==> config.mk <==
export PLATFORM = sky130hd
export DESIGN_NAME = midi_msg_tx_flat
export DESIGN_NICKNAME = d
export VERILOG_FILES = /design/src/rtl/midi_pkg.sv /design/src/rtl/midi_msg_tx_if.sv /design/src/rtl/uart_tx_byte.sv /design/src/rtl/midi_msg_tx.sv /design/src/flat_wrapper.sv
export SDC_FILE = /design/constraint.sdc
export NUM_CORES = 1
export LEC_CHECK = 0
export CORE_MARGIN = 2
export CORE_UTILIZATION = 56
export CTS_BUF_LIST = sky130_fd_sc_hd__clkbuf_8
export DETAILED_ROUTE_END_ITERATION = 12
export PLACE_DENSITY = 0.78
export SLEW_MARGIN = 10
export SYNTH_ARGS = -nofsm -noshare
export SYNTH_HDL_FRONTEND = slang
export SYNTH_SLANG_ARGS = --single-unit
export TNS_END_PERCENT = 1
==> constraint.sdc <==
create_clock -name clk -period 3.85 [get_ports clk]
set_input_delay 0.9625 -clock clk [delete_from_list [all_inputs] [get_ports clk]]
set_output_delay 0.9625 -clock clk [all_outputs]
set_load 0.1 [all_outputs]
==> src/rtl/midi_pkg.sv <==
// Shared MIDI definitions: status-class constants, message-length decode and
// the message FSM state type used by midi_msg_tx.
package midi_pkg;

  // Channel-voice status classes (low nibble is the channel).
  localparam logic [7:0] NOTE_OFF         = 8'h80;
  localparam logic [7:0] NOTE_ON          = 8'h90;
  localparam logic [7:0] POLY_PRESSURE    = 8'hA0;
  localparam logic [7:0] CONTROL_CHANGE   = 8'hB0;
  localparam logic [7:0] PROGRAM_CHANGE   = 8'hC0;
  localparam logic [7:0] CHANNEL_PRESSURE = 8'hD0;
  localparam logic [7:0] PITCH_BEND       = 8'hE0;

  // System common / realtime.
  localparam logic [7:0] SYSEX            = 8'hF0;
  localparam logic [7:0] MTC_QUARTER      = 8'hF1;
  localparam logic [7:0] SONG_POSITION    = 8'hF2;
  localparam logic [7:0] SONG_SELECT      = 8'hF3;
  localparam logic [7:0] TIMING_CLOCK     = 8'hF8;

  typedef enum logic [1:0] {
    StIdle,
    StLoad,
    StSend
  } state_e;

  // Total bytes in a message (status included); 0 for a non-status byte.
  function automatic logic [1:0] midi_msg_len(input logic [7:0] status);
    logic [1:0] len;
    len = 2'd0;
    if (status[7]) begin
      case ({status[7:4], 4'h0})
        NOTE_OFF, NOTE_ON, POLY_PRESSURE, CONTROL_CHANGE, PITCH_BEND: len = 2'd3;
        PROGRAM_CHANGE, CHANNEL_PRESSURE:                            len = 2'd2;
        default: begin
          if (status == SONG_POSITION) begin
            len = 2'd3;
          end else if (status == MTC_QUARTER || status == SONG_SELECT) begin
            len = 2'd2;
          end else begin
            len = 2'd1;
          end
        end
      endcase
    end
    return len;
  endfunction

endpackage

==> src/rtl/midi_msg_tx_if.sv <==
// Message handshake bundle for midi_msg_tx.
//   msg_valid  : message present on msg_* (master -> slave)
//   msg_ready  : slave can accept this cycle (slave -> master)
//   msg_status : status byte, bit7 set for a real status
//   msg_data1/2: data bytes, sent with bit7 = 0
interface midi_msg_tx_if;
  logic       msg_valid;
  logic       msg_ready;
  logic [7:0] msg_status;
  logic [6:0] msg_data1;
  logic [6:0] msg_data2;

  modport master (
    output msg_valid,
    output msg_status,
    output msg_data1,
    output msg_data2,
    input  msg_ready
  );

  modport slave (
    input  msg_valid,
    input  msg_status,
    input  msg_data1,
    input  msg_data2,
    output msg_ready
  );
endinterface

==> src/rtl/uart_tx_byte.sv <==
// 8N1 byte serialiser. A start pulse loads a byte; the start bit appears on
// tx the following cycle. done is high during the last cycle of the stop bit,
// and start may be asserted in that same cycle to chain bytes with no gap.
//   clk, reset : clock, synchronous active-high reset
//   start      : load data and begin a frame (only when idle or on done)
//   data       : byte to send, LSB first
//   tx         : serial line, idle high
//   done       : last cycle of the stop bit
module uart_tx_byte #(
  parameter int unsigned CLKS_PER_BIT = 512
) (
  input  logic       clk,
  input  logic       reset,
  input  logic       start,
  input  logic [7:0] data,
  output logic       tx,
  output logic       done
);

  localparam int unsigned TimerW = (CLKS_PER_BIT > 1) ? $clog2(CLKS_PER_BIT) : 1;
  localparam logic [TimerW-1:0] TimerMax = TimerW'(CLKS_PER_BIT - 1);

  logic              active_q;
  logic [TimerW-1:0] timer_q;
  logic [3:0]        bit_q;    // 0 = start, 1..8 = data, 9 = stop
  logic [8:0]        shift_q;  // remaining data bits with the stop bit on top
  logic              tx_q;
  logic              bit_end;

  assign bit_end = active_q && (timer_q == TimerMax);
  assign done    = bit_end && (bit_q == 4'd9);
  assign tx      = tx_q;

  always_ff @(posedge clk) begin
    if (reset) begin
      active_q <= 1'b0;
      timer_q  <= '0;
      bit_q    <= '0;
      shift_q  <= '1;
      tx_q     <= 1'b1;
    end else if (start) begin
      active_q <= 1'b1;
      timer_q  <= '0;
      bit_q    <= '0;
      shift_q  <= {1'b1, data};
      tx_q     <= 1'b0;
    end else if (bit_end) begin
      timer_q <= '0;
      if (bit_q == 4'd9) begin
        active_q <= 1'b0;
        bit_q    <= '0;
        tx_q     <= 1'b1;
      end else begin
        bit_q   <= bit_q + 4'd1;
        tx_q    <= shift_q[0];
        shift_q <= {1'b1, shift_q[8:1]};
      end
    end else if (active_q) begin
      timer_q <= timer_q + TimerW'(1);
    end
  end

endmodule

==> src/rtl/midi_msg_tx.sv <==
// MIDI message transmitter: accepts one message per handshake, works out its
// byte count from the status, drops a repeated channel status when running
// status is enabled, and streams the bytes as back-to-back 8N1 frames.
//   clk, reset : clock, synchronous active-high reset
//   msg        : slave side of the message handshake
//   serial_tx  : MIDI line, idle high
//   busy       : high from acceptance until the last stop bit completes
module midi_msg_tx
  import midi_pkg::*;
#(
  parameter int unsigned CLK_FREQ       = 16000000,
  parameter int unsigned BAUD           = 31250,
  parameter int unsigned RUNNING_STATUS = 1
) (
  input  logic               clk,
  input  logic               reset,
  midi_msg_tx_if.slave       msg,
  output logic               serial_tx,
  output logic               busy
);

  localparam int unsigned ClksPerBit = CLK_FREQ / BAUD;

  state_e     state_q, state_d;
  logic [1:0] byte_idx_q, byte_idx_d;  // 0 = status, 1 = data1, 2 = data2
  logic [1:0] last_idx_q, last_idx_d;
  logic [7:0] status_q;
  logic [6:0] data1_q, data2_q;
  logic [7:0] rs_q;
  logic       rs_valid_q;

  logic       ready;
  logic       accept;
  logic [1:0] in_len;
  logic       in_channel;
  logic       in_omit;
  logic       uart_start;
  logic [7:0] uart_data;
  logic       uart_done;

  function automatic logic [7:0] pick_byte(input logic [1:0] idx, input logic [7:0] st,
                                           input logic [6:0] d1, input logic [6:0] d2);
    case (idx)
      2'd0:    return st;
      2'd1:    return {1'b0, d1};
      default: return {1'b0, d2};
    endcase
  endfunction

  assign ready         = (state_q == StIdle);
  assign msg.msg_ready = ready;
  assign accept        = msg.msg_valid && ready;
  assign busy          = !ready;

  assign in_len     = midi_msg_len(msg.msg_status);
  assign in_channel = (msg.msg_status >= NOTE_OFF) && (msg.msg_status < SYSEX);
  assign in_omit    = (RUNNING_STATUS != 0) && in_channel && rs_valid_q &&
                      (rs_q == msg.msg_status);

  // The byte-load decision is folded into the accepting cycle and into the
  // cycle the previous stop bit ends, so the line never idles between bytes.
  // StLoad is only occupied by a message that yields no bytes at all.
  always_comb begin
    state_d    = state_q;
    byte_idx_d = byte_idx_q;
    last_idx_d = last_idx_q;
    uart_start = 1'b0;
    uart_data  = 8'hFF;
    unique case (state_q)
      StIdle: begin
        if (msg.msg_valid) begin
          if (in_len == 2'd0) begin
            state_d = StLoad;
          end else begin
            state_d    = StSend;
            byte_idx_d = in_omit ? 2'd1 : 2'd0;
            last_idx_d = in_len - 2'd1;
            uart_start = 1'b1;
            uart_data  = pick_byte(byte_idx_d, msg.msg_status, msg.msg_data1, msg.msg_data2);
          end
        end
      end
      StLoad: state_d = StIdle;
      StSend: begin
        if (uart_done) begin
          if (byte_idx_q == last_idx_q) begin
            state_d    = StIdle;
            byte_idx_d = 2'd0;
          end else begin
            byte_idx_d = byte_idx_q + 2'd1;
            uart_start = 1'b1;
            uart_data  = pick_byte(byte_idx_d, status_q, data1_q, data2_q);
          end
        end
      end
      default: state_d = StIdle;
    endcase
  end

  always_ff @(posedge clk) begin
    if (reset) begin
      state_q    <= StIdle;
      byte_idx_q <= '0;
      last_idx_q <= '0;
      status_q   <= '0;
      data1_q    <= '0;
      data2_q    <= '0;
      rs_q       <= '0;
      rs_valid_q <= 1'b0;
    end else begin
      state_q    <= state_d;
      byte_idx_q <= byte_idx_d;
      last_idx_q <= last_idx_d;
      if (accept) begin
        status_q <= msg.msg_status;
        data1_q  <= msg.msg_data1;
        data2_q  <= msg.msg_data2;
        if (in_channel) begin
          rs_q       <= msg.msg_status;
          rs_valid_q <= 1'b1;
        end else if (msg.msg_status[7] && (msg.msg_status < TIMING_CLOCK)) begin
          // System common cancels running status; realtime leaves it alone.
          rs_valid_q <= 1'b0;
        end
      end
    end
  end

  uart_tx_byte #(
    .CLKS_PER_BIT (ClksPerBit)
  ) u_uart (
    .clk   (clk),
    .reset (reset),
    .start (uart_start),
    .data  (uart_data),
    .tx    (serial_tx),
    .done  (uart_done)
  );

endmodule

==> src/flat_wrapper.sv <==
// flat-port wrapper written by rule: the top's interface ports become plain ports
module midi_msg_tx_flat import midi_pkg::*;
#(
  parameter int unsigned CLK_FREQ       = 16000000,
  parameter int unsigned BAUD           = 31250,
  parameter int unsigned RUNNING_STATUS = 1
)
  (clk, reset, serial_tx, busy, msg_msg_valid, msg_msg_status, msg_msg_data1, msg_msg_data2, msg_msg_ready);
  midi_msg_tx_if msg_i ();
  input  logic clk;
  input  logic reset;
  output logic serial_tx;
  output logic busy;
  input wire logic [$bits(msg_i.msg_valid)-1:0] msg_msg_valid;
  input wire logic [$bits(msg_i.msg_status)-1:0] msg_msg_status;
  input wire logic [$bits(msg_i.msg_data1)-1:0] msg_msg_data1;
  input wire logic [$bits(msg_i.msg_data2)-1:0] msg_msg_data2;
  output wire logic [$bits(msg_i.msg_ready)-1:0] msg_msg_ready;
  assign msg_i.msg_valid = msg_msg_valid;
  assign msg_i.msg_status = msg_msg_status;
  assign msg_i.msg_data1 = msg_msg_data1;
  assign msg_i.msg_data2 = msg_msg_data2;
  assign msg_msg_ready = msg_i.msg_ready;
  midi_msg_tx #(.CLK_FREQ(CLK_FREQ), .BAUD(BAUD), .RUNNING_STATUS(RUNNING_STATUS)) u_core (.clk(clk), .reset(reset), .msg(msg_i), .serial_tx(serial_tx), .busy(busy));
endmodule
==> flow_summary.toml <==
[sta]
finClkSkew_ns = 0.008159
fin_ws_ns = 0.6647
maxSlewHeadroom_pct = 35.69
rsz0062_at_grt = "no"
post-route-min-period_ns = 3.185
fin_setup_tns_ns = 0
period_share_pct = 82.73
max_freq_mhz = 313.9
setup_viol = 0
tightest_slew_ns = 0.9616
maxSlewViolCount = 0
hold_viol = 0

[layout]
final_cell_area_sq_um = 3463
area_growth_syn_to_layout_pct = 16.50
seq_area_sq_um = 1201
fin_cells = 445
multi_input_area_sq_um = 1649
fin_nets = 401
final_util_pct = 67.81
nFillCells = 452
n_antenna_cell = 0
drive_gt1_share_pct = 10.93

[grt]
grt_pass1_wl_mm = 11.47
grt_start_max_net_pins = 52
grt_usage_pct = 24.47
antenna_found_initial = 0
grt_pass1_vias = 2415
grt_overflow = 0

[synthesis]
syn_nets = 380
synth_cell_type_count = 56
yosysSeqAreaShare_pct = 40.40
yosysWarnings = 0
postSynthAreaPerCell_sq_um = 8.494
ys.flop_type = "dfxtp_1"
synth_seq_cells = 60
synth_area_sq_um = 2973
synth_edf_count = 0
syn_inst = 350
async_flop_share_pct = 0

[clocking]
cts-root-buf = "clkbuf_8"
cts_sinks = 60
cts-buffers-inserted = 9
insertion_delay_ns = 0.33
clk_pin_slew_worst_paths_ns = 0.07
tritoncts = "built"
cts_hold_buf = 0
h-tree-depth = 3
post_cts_resized = 0
cts_setup_buffers = 0
ctsLongestPathBuffers = 2

[critical_path]
required_ns = 4.06
rrSetupSlack_ns = 1.30
crit_arrival_ns = 3.40
start_kind = "input pin"
worstSetupStartpoint = "msg_msg_status[6]"
crit_type = "input pin to flop"
r2r_end = "u_core.u_uart.shift_q[0]$_SDFFE_PP1P_"
cp-end-kind = "flop"
rr_startpoint = "u_core.u_uart.timer_q[3]$_SDFFE_PP0P_"
critPathMaxFanout = 12
endpoint = "u_core.u_uart.shift_q[1]$_SDFFE_PP1P_"
reg2regPathDepth = 9

[route]
top_layer = "met4"
dr_wl_met2_mm = 3.311
dr.pass1.iters = 4
drc_errors = 0
drtIter0Drc = 181
wl_per_cell_microns = 15.36
wl_met1_mm = 3.146
vias = 2546
dr_wl_met3_microns = 229
ant_nets = 0
vias_per_cell = 5.721
drt-total-wl_mm = 6.833

[floorplanning]
dieArea_sq_um = 5907
num_rows = 26
core_sq_um = 5107
die_x_microns = 76.86
fp.dieH_microns = 76.86
num_io_pins = 28
initial_core_util_pct = 58.21

[placement]
dp.final_hpwl_mm = 4.728
pre_cts_slack_ns = 0.3420
placedCellCount = 430
io_buffers = 27
place_area_sq_um = 3263
gp_congestion = 0.8428

[job]
cap_viol_max_count = 0

[power_and_ir_drop]
leakagePower_nw = 1.252
irDropWorstVdd_mv = 0.3140
powerDensity_nw_per_um2 = 443.4

[run_status]
status = "finished, final reports clean"

[worst_hold_path]
hold_class = "flop to flop"
cell usage after synthesis, drive strengths merged (2+ instances only):
cell type  instances  area, sq um
a31oi              3        18.77
dfxtp             60         1201
and2               2        12.51
o21ai             20        100.1
nand2             63        236.5
nand2b             2        12.51
inv                6        22.52
nor2b              2        12.51
nor3b              4        35.03
or2                2        12.51
a21oi             35        175.2
and3b              2        17.52
clkbuf            11        41.29
ha                 5        62.56
or3                3        18.77
a221o              2        20.02
a211oi             3        22.52
xnor2              8        103.9
a221oi             5        43.79
or4                2        15.01
nand3              5        25.02
mux2               4        45.04
nor4               3        33.78
nor3              10        50.05
nand4b             3        41.29
a22oi              9        72.57
nor2              27        103.9
nand4              6        37.54
xor2               7        68.82
buf               11        58.80
mux2i             12        120.1
layout by cell type (no fill, tap or decap), types with 3 or more instances in the layout:
cell             netlist  layout
nand2_1               63      63
dfxtp_1               60      60
a21oi_1               35      35
nor2_1                26      26
clkdlybuf4s50_1        0      25
o21ai_0               16      16
mux2i_1               12      12
clkbuf_8               0      11
nor3_1                10      10
a22oi_1                8       8
buf_4                  1       7
inv_1                  6       6
nand4_1                6       6
xor2_1                 6       6
nand3_1                5       5
xnor2_1                5       5
a221oi_1               5       5
ha_1                   5       5
mux2_2                 4       4
o21ai_1                4       4
or3_1                  3       3
nor3b_1                3       3
a211oi_1               3       3
a31oi_1                3       3
metal layers:
metal,track usage (%),vias to the layer above
met5,0,-
met4,14.18,0
met3,4.824,16
met2,37.28,59
met1,32.24,1188
li1,-,1283
registers in the layout, indices dropped and copies added, names as in the netlist:
name,flops
u_core.state_q,2
u_core.u_uart.active_q,1
u_core.u_uart.shift_q,8
u_core.byte_idx_q,2
u_core.status_q,8
u_core.u_uart.bit_q,4
u_core.rs_q,8
u_core.u_uart.timer_q,9
u_core.data1_q,7
u_core.data2_q,7
u_core.rs_valid_q,1
u_core.u_uart.tx,1
u_core.last_idx_q,2
how the worst min path moves through the flow:
| stage | from | end | slack, ns | depth (start not counted) |
|---|---|---|---|---|
| global route | u_core.data1_q[2]$_SDFFE_PP0P_ | u_core.data1_q[2]$_SDFFE_PP0P_ | 0.47 | 2 |
| global placement | u_core.data1_q[4]$_SDFFE_PP0P_ | u_core.data1_q[4]$_SDFFE_PP0P_ | 0.44 | 2 |
| CTS | u_core.data1_q[2]$_SDFFE_PP0P_ | u_core.data1_q[2]$_SDFFE_PP0P_ | 0.46 | 2 |
| floorplan | u_core.status_q[0]$_SDFFE_PP0P_ | u_core.status_q[0]$_SDFFE_PP0P_ | 0.44 | 2 |
| finish | u_core.status_q[1]$_SDFFE_PP0P_ | u_core.status_q[1]$_SDFFE_PP0P_ | 0.45 | 2 |
| detailed placement | u_core.data1_q[2]$_SDFFE_PP0P_ | u_core.data1_q[2]$_SDFFE_PP0P_ | 0.45 | 2 |
stage by stage:
| stage | hold WS, ns | power (mW) |
|---|---|---|
| after floorplan | 0.4360 | 0.8942 |
| after global placement | 0.4443 | 0.9694 |
| after detailed placement | 0.4474 | 0.9731 |
| after CTS | 0.4568 | 1.538 |
| after global routing | 0.4734 | 1.600 |
| final | 0.4540 | 1.536 |
logic make-up after synthesis:
group	after synthesis	share of synthesized area, %
muxes	16	5.556
and+or+nand+nor	141	23.95
AOI/OAI and AO/OA	85	18.06
DFF	60	40.40
buffers and inverters	28	4.124
adders and majority gates	5	2.104
xor gates and xnor gates	15	5.808
critical path, cell delays in order:
cell and delay, ns:
clkdlybuf4s50_1 0.69, nand3_1 0.21, o21ai_0 0.24, ha_1 0.24, nor4b_1 0.07, buf_4 0.18
or2_2 0.32, a221o_1 0.27, a21oi_1 0.14, nor3_1 0.07
power breakdown:
part | total (mW) | leakage [nW] | internal [mW] | switching, mW
Sequential | 0.696 | 0.491 | 0.664 | 0.0328
Clock | 0.573 | 0.105 | 0.329 | 0.243
Combinational | 0.266 | 0.655 | 0.104 | 0.163
cell type report:
| class | instances | area share (%) |
|---|---|---|
| Clock buffer | 11 | 4.371 |
| Multi-Input combinational cell | 262 | 47.62 |
| Timing Repair Buffer | 32 | 8.743 |
| Sequential cell | 60 | 34.68 |
| Inverter | 6 | 0.6503 |
| Clock inverter | 4 | 1.409 |
| Tap cell | 70 | 2.529 |
Note: power is estimated with default switching activity, not from simulation.
